--- src/rtl/mux_rr_sequencer_if.sv ---
// Purpose: request/capture bundle between the lab datapath and the mux sequencer.
// Latency: none, this is wiring only.
// Backpressure: none. A source holds its request level until it sees its grant complete.
interface mux_rr_sequencer_if;
  logic req_a;    // source A requests the multiplexer
  logic req_b;    // source B requests the multiplexer
  logic mux_s;    // multiplexer output s, fed back for capture
  logic select;   // multiplexer select: 0 passes A, 1 passes B
  logic gnt_a;    // A currently granted
  logic gnt_b;    // B currently granted
  logic q;        // last captured multiplexer value
  logic q_valid;  // one-cycle pulse, q updated this cycle
  logic q_src;    // source of the value in q (0 = A, 1 = B)

  // Requesting side: the datapath sources and the multiplexer feedback.
  modport master (
    output req_a, req_b, mux_s,
    input  select, gnt_a, gnt_b, q, q_valid, q_src
  );

  // Sequencer side.
  modport slave (
    input  req_a, req_b, mux_s,
    output select, gnt_a, gnt_b, q, q_valid, q_src
  );
endinterface

--- src/rtl/mux_rr_sequencer.sv ---
// Purpose: round-robin arbiter driving the NOR 2:1 mux select; captures mux output after HOLD cycles.
// Latency: grant 1 cycle after request, capture HOLD cycles after grant entry, q_valid the cycle after.
// Backpressure: the losing source waits while its request is held; dropping a request aborts its grant.
module mux_rr_sequencer #(
  parameter int HOLD = 2
) (
  input logic             clk,
  input logic             reset,
  mux_rr_sequencer_if.slave bus
);

  // Value of the hold counter on the edge that completes a grant.
  localparam logic [3:0] LP_LAST = 4'(HOLD - 1);

  typedef enum logic [1:0] {
    IDLE    = 2'd0,
    GRANT_A = 2'd1,
    GRANT_B = 2'd2
  } state_t;

  state_t     r_state;
  state_t     w_state_nxt;
  logic [3:0] r_cnt;
  logic [3:0] w_cnt_nxt;
  logic       r_last;        // last source served: 0 = A, 1 = B
  logic       w_last_nxt;
  logic       r_select;
  logic       w_select_nxt;
  logic       r_gnt_a;
  logic       w_gnt_a_nxt;
  logic       r_gnt_b;
  logic       w_gnt_b_nxt;
  logic       r_q;
  logic       w_q_nxt;
  logic       r_q_valid;
  logic       w_q_valid_nxt;
  logic       r_q_src;
  logic       w_q_src_nxt;

  // Pick the next grant. On a tie the source that was not served last wins.
  function automatic state_t f_arb(input logic i_a, input logic i_b, input logic i_last);
    state_t w_s;
    w_s = IDLE;
    if (i_a && i_b) begin
      w_s = i_last ? GRANT_A : GRANT_B;
    end else if (i_a) begin
      w_s = GRANT_A;
    end else if (i_b) begin
      w_s = GRANT_B;
    end
    return w_s;
  endfunction

  // Next-state logic: arbitration, hold counting, capture and abort.
  always_comb begin
    w_state_nxt   = r_state;
    w_cnt_nxt     = r_cnt;
    w_last_nxt    = r_last;
    w_q_nxt       = r_q;
    w_q_src_nxt   = r_q_src;
    w_q_valid_nxt = 1'b0;

    case (r_state)
      IDLE: begin
        w_state_nxt = f_arb(bus.req_a, bus.req_b, r_last);
        w_cnt_nxt   = 4'd0;
      end
      GRANT_A: begin
        if (!bus.req_a) begin
          w_state_nxt = IDLE;
          w_cnt_nxt   = 4'd0;
        end else if (r_cnt == LP_LAST) begin
          // Capture, then re-arbitrate immediately with A marked as served.
          w_q_nxt       = bus.mux_s;
          w_q_src_nxt   = 1'b0;
          w_q_valid_nxt = 1'b1;
          w_last_nxt    = 1'b0;
          w_state_nxt   = f_arb(bus.req_a, bus.req_b, 1'b0);
          w_cnt_nxt     = 4'd0;
        end else begin
          w_cnt_nxt = r_cnt + 4'd1;
        end
      end
      GRANT_B: begin
        if (!bus.req_b) begin
          w_state_nxt = IDLE;
          w_cnt_nxt   = 4'd0;
        end else if (r_cnt == LP_LAST) begin
          // Capture, then re-arbitrate immediately with B marked as served.
          w_q_nxt       = bus.mux_s;
          w_q_src_nxt   = 1'b1;
          w_q_valid_nxt = 1'b1;
          w_last_nxt    = 1'b1;
          w_state_nxt   = f_arb(bus.req_a, bus.req_b, 1'b1);
          w_cnt_nxt     = 4'd0;
        end else begin
          w_cnt_nxt = r_cnt + 4'd1;
        end
      end
      default: begin
        w_state_nxt = IDLE;
        w_cnt_nxt   = 4'd0;
      end
    endcase

    // select only moves when a grant is entered and holds its value through IDLE.
    w_select_nxt = r_select;
    if (w_state_nxt == GRANT_A) begin
      w_select_nxt = 1'b0;
    end else if (w_state_nxt == GRANT_B) begin
      w_select_nxt = 1'b1;
    end
    w_gnt_a_nxt = (w_state_nxt == GRANT_A);
    w_gnt_b_nxt = (w_state_nxt == GRANT_B);
  end

  // State and output registers. Reset leaves last_served = B so A wins the first tie.
  always_ff @(posedge clk or posedge reset) begin
    if (reset) begin
      r_state   <= IDLE;
      r_cnt     <= 4'd0;
      r_last    <= 1'b1;
      r_select  <= 1'b0;
      r_gnt_a   <= 1'b0;
      r_gnt_b   <= 1'b0;
      r_q       <= 1'b0;
      r_q_valid <= 1'b0;
      r_q_src   <= 1'b0;
    end else begin
      r_state   <= w_state_nxt;
      r_cnt     <= w_cnt_nxt;
      r_last    <= w_last_nxt;
      r_select  <= w_select_nxt;
      r_gnt_a   <= w_gnt_a_nxt;
      r_gnt_b   <= w_gnt_b_nxt;
      r_q       <= w_q_nxt;
      r_q_valid <= w_q_valid_nxt;
      r_q_src   <= w_q_src_nxt;
    end
  end

  assign bus.select  = r_select;
  assign bus.gnt_a   = r_gnt_a;
  assign bus.gnt_b   = r_gnt_b;
  assign bus.q       = r_q;
  assign bus.q_valid = r_q_valid;
  assign bus.q_src   = r_q_src;

endmodule
--- src/flat_wrapper.sv ---
// flat-port wrapper written by rule: the top's interface ports become plain ports
module mux_rr_sequencer_flat 
#(
  parameter int HOLD = 2
)
  (clk, reset, bus_req_a, bus_req_b, bus_mux_s, bus_select, bus_gnt_a, bus_gnt_b, bus_q, bus_q_valid, bus_q_src);
  mux_rr_sequencer_if bus_i ();
  input logic clk;
  input logic reset;
  input wire logic [$bits(bus_i.req_a)-1:0] bus_req_a;
  input wire logic [$bits(bus_i.req_b)-1:0] bus_req_b;
  input wire logic [$bits(bus_i.mux_s)-1:0] bus_mux_s;
  output wire logic [$bits(bus_i.select)-1:0] bus_select;
  output wire logic [$bits(bus_i.gnt_a)-1:0] bus_gnt_a;
  output wire logic [$bits(bus_i.gnt_b)-1:0] bus_gnt_b;
  output wire logic [$bits(bus_i.q)-1:0] bus_q;
  output wire logic [$bits(bus_i.q_valid)-1:0] bus_q_valid;
  output wire logic [$bits(bus_i.q_src)-1:0] bus_q_src;
  assign bus_i.req_a = bus_req_a;
  assign bus_i.req_b = bus_req_b;
  assign bus_i.mux_s = bus_mux_s;
  assign bus_select = bus_i.select;
  assign bus_gnt_a = bus_i.gnt_a;
  assign bus_gnt_b = bus_i.gnt_b;
  assign bus_q = bus_i.q;
  assign bus_q_valid = bus_i.q_valid;
  assign bus_q_src = bus_i.q_src;
  mux_rr_sequencer #(.HOLD(HOLD)) u_core (.clk(clk), .reset(reset), .bus(bus_i));
endmodule
--- config.mk ---
export PLATFORM = sky130hd
export DESIGN_NAME = mux_rr_sequencer_flat
export DESIGN_NICKNAME = d
export VERILOG_FILES = /design/src/rtl/mux_rr_sequencer_if.sv /design/src/rtl/mux_rr_sequencer.sv /design/src/flat_wrapper.sv
export SDC_FILE = /design/constraint.sdc
export NUM_CORES = 1
export LEC_CHECK = 0
export BUFFER_PORTS_ARGS = -buffer_cell sky130_fd_sc_hd__buf_2
export CAP_MARGIN = 25
export CORE_MARGIN = 5
export CORE_UTILIZATION = 40
export CTS_BUF_LIST = sky130_fd_sc_hd__clkbuf_4
export DETAILED_ROUTE_END_ITERATION = 12
export HOLD_SLACK_MARGIN = 0.05
export SLEW_MARGIN = 20
export SYNTH_ARGS = -nofsm -noshare
export SYNTH_HDL_FRONTEND = slang
export SYNTH_SLANG_ARGS = --single-unit
--- constraint.sdc ---
create_clock -name clk -period 2.7 [get_ports clk]
set_input_delay 0.405 -clock clk [delete_from_list [all_inputs] [get_ports clk]]
set_output_delay 0.405 -clock clk [all_outputs]
set_load 0.05 [all_outputs]
== Yosys cells after proc, flatten, opt, wreduce, memory -nomap -nowiden ==
Cells that the tools add are included.

* Bits in registers: 13

* Add/subtract/negate cells: 1
* Eq/ne operators: 9
* Multiplexer cells: 31
* Reductions and logical operators: 6

{| class="wikitable"
|+ Operators by type and width
! kind !! count
|-
| 2-bit 2-to-1 mux || 11
|-
| 1-bit 2-to-1 mux || 12
|-
| 4-bit 2-to-1 mux || 3
|-
| 4-bit case mux with 2 select lines || 1
|-
| 1-bit case mux with 2 select lines || 3
|-
| 2-bit case mux with 3 select lines || 1
|-
| 5-bit AND reduction || 1
|-
| 4-bit by 1-bit adder with 4-bit output (second input constant) || 1
|-
| 2-bit by 1-bit == test with 1-bit output (second input constant) || 2
|-
| 2-bit == test (second input constant) || 2
|-
| 4-bit by 1-bit == test with 1-bit output (second input constant) || 1
|-
| 2-bit by 1-bit inequality test with 1-bit output (second input constant) || 2
|-
| 2-bit inequality test (second input constant) || 2
|-
| 2-bit nonzero test || 2
|-
| 3-bit AND reduction || 1
|-
| 2-bit zero test || 1
|-
| 1-bit logical AND || 1
|}

== Logic depth before layout (Yosys ltp) ==
* Word-level depth: 8
* Depth in mapped cells: 7

== Worst setup path after synthesis ==
OpenSTA, ideal clock, no wires.

* Path type: flip-flop to flip-flop
* From: register u_core.r_cnt[1]
* To: register u_core.r_select, in the netlist u_core.bus.select
* Setup time: 0.124 ns
* Data arrival time: 1.896 ns
* Path slack: 0.681 ns
* Cell stages (with the launch flop): 8
* Clock period less this slack: 2.019 ns
* Cell sequence: dfrtp_1 > inv_1 > ha_1 > or4bb_1 > a222oi_1 > or3_1 > ha_1 > mux2i_1

* Cells in the longest elaborated chain, start to end: 6
* Elaborated cells on any way between the ends: 10
* Classes of those cells: eq/ne (3); mux (6); reduce/logical (1)

{| class="wikitable"
|+ RTL lines
! what !! RTL line !! source
|-
| start, declared || mux_rr_sequencer.sv:23 || <nowiki>logic [3:0] r_cnt;</nowiki>
|-
| start signal, assigned || mux_rr_sequencer.sv:131 || <nowiki>r_cnt <= w_cnt_nxt;</nowiki>
|-
| 4-bit by 1-bit == test with 1-bit output (*) || mux_rr_sequencer.sv:72, mux_rr_sequencer.sv:88 ||
|-
| 2-bit 2-to-1 mux, on equally long branches || mux_rr_sequencer.sv:88, mux_rr_sequencer.sv:72 ||
|-
| 2-bit 2-to-1 mux, on equally long branches || mux_rr_sequencer.sv:85, mux_rr_sequencer.sv:69 ||
|-
| 2-bit case mux with 3 select lines (*) || mux_rr_sequencer.sv:63 || <nowiki>case (r_state)</nowiki>
|-
| 2-bit by 1-bit == test with 1-bit output or 2-bit == test (tied branches) || mux_rr_sequencer.sv:108, mux_rr_sequencer.sv:110 ||
|-
| 1-bit 2-to-1 mux or 2-bit nonzero test (tied branches) || - ||
|-
| end signal, assigned || mux_rr_sequencer.sv:133 || <nowiki>r_select <= w_select_nxt;</nowiki>
|-
| end, declared || mux_rr_sequencer.sv:27 || <nowiki>logic r_select;</nowiki>
|}

Every way passes the cells marked *; elsewhere a longest branch is shown, timed or not.
A chain may end at the register's enable or synchronous reset.

== Final worst setup path ==
Same ends and word-level chain as after synthesis.

==> impl_results.md <==
* Share of flip-flops with an asynchronous set or reset at 1.00
* Critical path type: reg -> reg
* R2R cell count at 7
* Crit path time final at approximately 2.1 ns
* CTS Hold Buffers Added at 0
* Cts bufs inserted at 3
* Wire length per cell at approximately 13 um
* Max-slew headroom at 0.667
* Clk Latency, worst-skew pair at 0.27 ns
* Commonest cells post-synth: 12 x dfrtp_1, 9 x ha_1, 5 x inv_1
* First-pass GRT wire length at 2360 um
* Setup Buffers After CTS at 0
* Top post-synthesis cells by area: dfrtp_1 39%, ha_1 15%, dfstp_2 3.4%
* Worst VDD drop at ~0.40 mV
* Flop and latch count out of synthesis at 13
* Antenna violations before repair at 0
* Post-CTS sizing at 0
* Switching Share at 0.434
* CP max FO at 4
* Die ar. at 2900 sq um
* Final #Nets at 98
* CTS clk-pin slew, worst paths at roughly 0.080 ns
* Synthesized Nets at 84
* Synth cell types at 31
* DRT antenna net count at 0
* Hold Worst Slack at between 0.1 and 0.15 ns
* Layout cells sized above 1 at 0.301
* P_leak at between 0.0004 and 0.0005 uW
* Post-synth EDFFs at 0
* Via count at 537
* NetSw at between 300 and 400 uW
* Status: completed
* Number of placement rows at 15
* Max-slew violation count at 0
* H-tree depth at 1
* GR Overflow Total at 0
* Crit start category: flop
* Setup TNS at 0 ns
* DR iter-0 viols at 5
* Chip Width at 53.9 um
* Synth Instances at 70
* Power Density at 980 nW/um^2
* Largest area contributor in the netlist: dfrtp_1
* Power Total at ~850 uW
* Total of max-cap violations at 0
* Root Driver: clkbuf_4
* Clock tree buffer depth at 2
* Clk network pwr share at 0.154
* # port buffers at 10
* Period utilisation layout at 0.796
* ANT cells at 0
* HP Class: in -> async
* Final Skew at about 0.0022 ns
* Crit path DAT at ~2.3 ns
* Clock sinks at 13
* Sequential cell area fraction in the yosys report at 0.424
* Comb pwr share at 0.502
* Synthesized area at between 700 and 800 sq um
* Worst Path Required at between 2 and 3 ns
* Tot GR Track Use at 0.116
* Count leader, synth: dfrtp_1
* Filler cells at 170
* Fmax at about 0.47 GHz
* Core Area at around 1800 sq um
* Synth-to-Final Area Change at 13.0%
* Detailed Place HPWL at around 1000 um
* Final setup fails at 0
* DRT Pass-1 Iters at 4
* Measured slew at the worst slew-check pin at about 0.50 ns
* Yosys warning count at 0
* Internal power at just under 500 uW
* Number of global-route vias before repair at 583
* Via-to-Cell Ratio at slightly below 5
* Top cell type's share of synthesized area at 0.390
* CTS tree: built
* # DRC at 0
* Routability cong. at ~0.75
* Seq pwr share at 0.343
* Post-Route WL at 1350 um
* RSZ-0062 raised after global routing: false
* Syn Area/Cell at 11.0 sq um
* Largest net degree at the start of global routing at 14
* Top_reg_cell synth: dfrtp_1
* Crit. End Element: flop
* Final Hold Violating Endpoints at 0
* Starting density of the core at 0.432
* Top-Level Pins at 11
* Die height at 53.9 um
logic make-up (layout without fill, tap and decap cells):
logic type	count (synthesis)	in the layout	share of synthesized area
buffers and inverters	6	19	0.0390
xor gates and xnor gates	2	2	0.0228
DFF	13	13	0.424
AOI/OAI and AO/OA	12	12	0.107
muxes	3	3	0.0407
and+or+nand+nor	25	25	0.220
adders and majority gates	9	9	0.146
power by group through the flow:
stage               logic (uW)  clock network [uW]  registers [uW]
finish                     428                 131             292
global route               477                 148             301
CTS                        434                 138             292
detailed placement         431                   0             296
global placement           431                   0             294
floorplan                  250                   0             385
worst paths after layout:
kind	start	end	slack [ns]
worst max-delay path	u_core.r_cnt[1]	u_core.bus.select	0.55
worst min-delay path	reset	u_core.r_state[1]	0.14
worst min register to register	u_core.bus.q	u_core.bus.q	0.49
max in group asynchronous	reset	u_core.r_last	2.20
min in group clk	bus_mux_s	u_core.bus.q	0.35
worst max register to register	u_core.r_cnt[1]	u_core.bus.select	0.55
layout make-up:
type	count	area [sq um]	share of cell area
clock buffers	4	30.0	0.0345
multi-input cells	51	413	0.475
well taps	25	31.3	0.0360
flip-flops and latches	13	327	0.376
inverters	5	18.8	0.0216
repair buffers	10	50.0	0.0576
layout by cell type (no fill, tap or decap), types with 2 or more instances in the layout:
master,synthesis,final
and2b_2,2,2
dfrtp_1,12,12
or2b_2,2,2
a21oi_1,4,4
buf_2,0,10
mux2i_1,2,2
o22ai_1,2,2
ha_1,9,9
inv_1,5,5
nor3_1,4,4
clkbuf_4,0,4
nand2_1,2,2
nand3_1,3,3
and2_2,3,3
nor2_1,2,2
through the flow:
stage | cells | area (sq um) | worst slack, ns | utilization
after CTS | 108 | 870 | 0.536 | 0.488
after floorplan | 70 | 769 | 0.681 | -
final | 108 | 870 | 0.550 | 0.488
after detailed placement | 104 | 840 | 0.540 | 0.471
after global placement | 104 | 840 | 0.584 | 0.471
after global routing | 108 | 870 | 0.435 | 0.488
metal layers:
layer	GRT usage	up-vias	wire, um
met5	0	-	0
met4	0.0766	0	28
met3	0.0249	4	36
met2	0.198	7	607
met1	0.130	248	678
li1	-	278	-
registers in the layout, indices dropped and copies added, names as in the netlist:
signal	count
u_core.bus.q	1
u_core.bus.gnt_b	1
u_core.bus.select	1
u_core.r_state	2
u_core.r_last	1
u_core.bus.q_valid	1
u_core.bus.q_src	1
u_core.r_cnt	4
u_core.bus.gnt_a	1
critical path: stages (launching register included):
cell	delay [ns]
dfrtp_1	0.40
inv_1	0.06
ha_1	0.17
or4bb_1	0.48
a222oi_1	0.42
or3_1	0.17
ha_1	0.23
mux2i_1	0.12
Note: power is estimated with default switching activity, not from simulation.
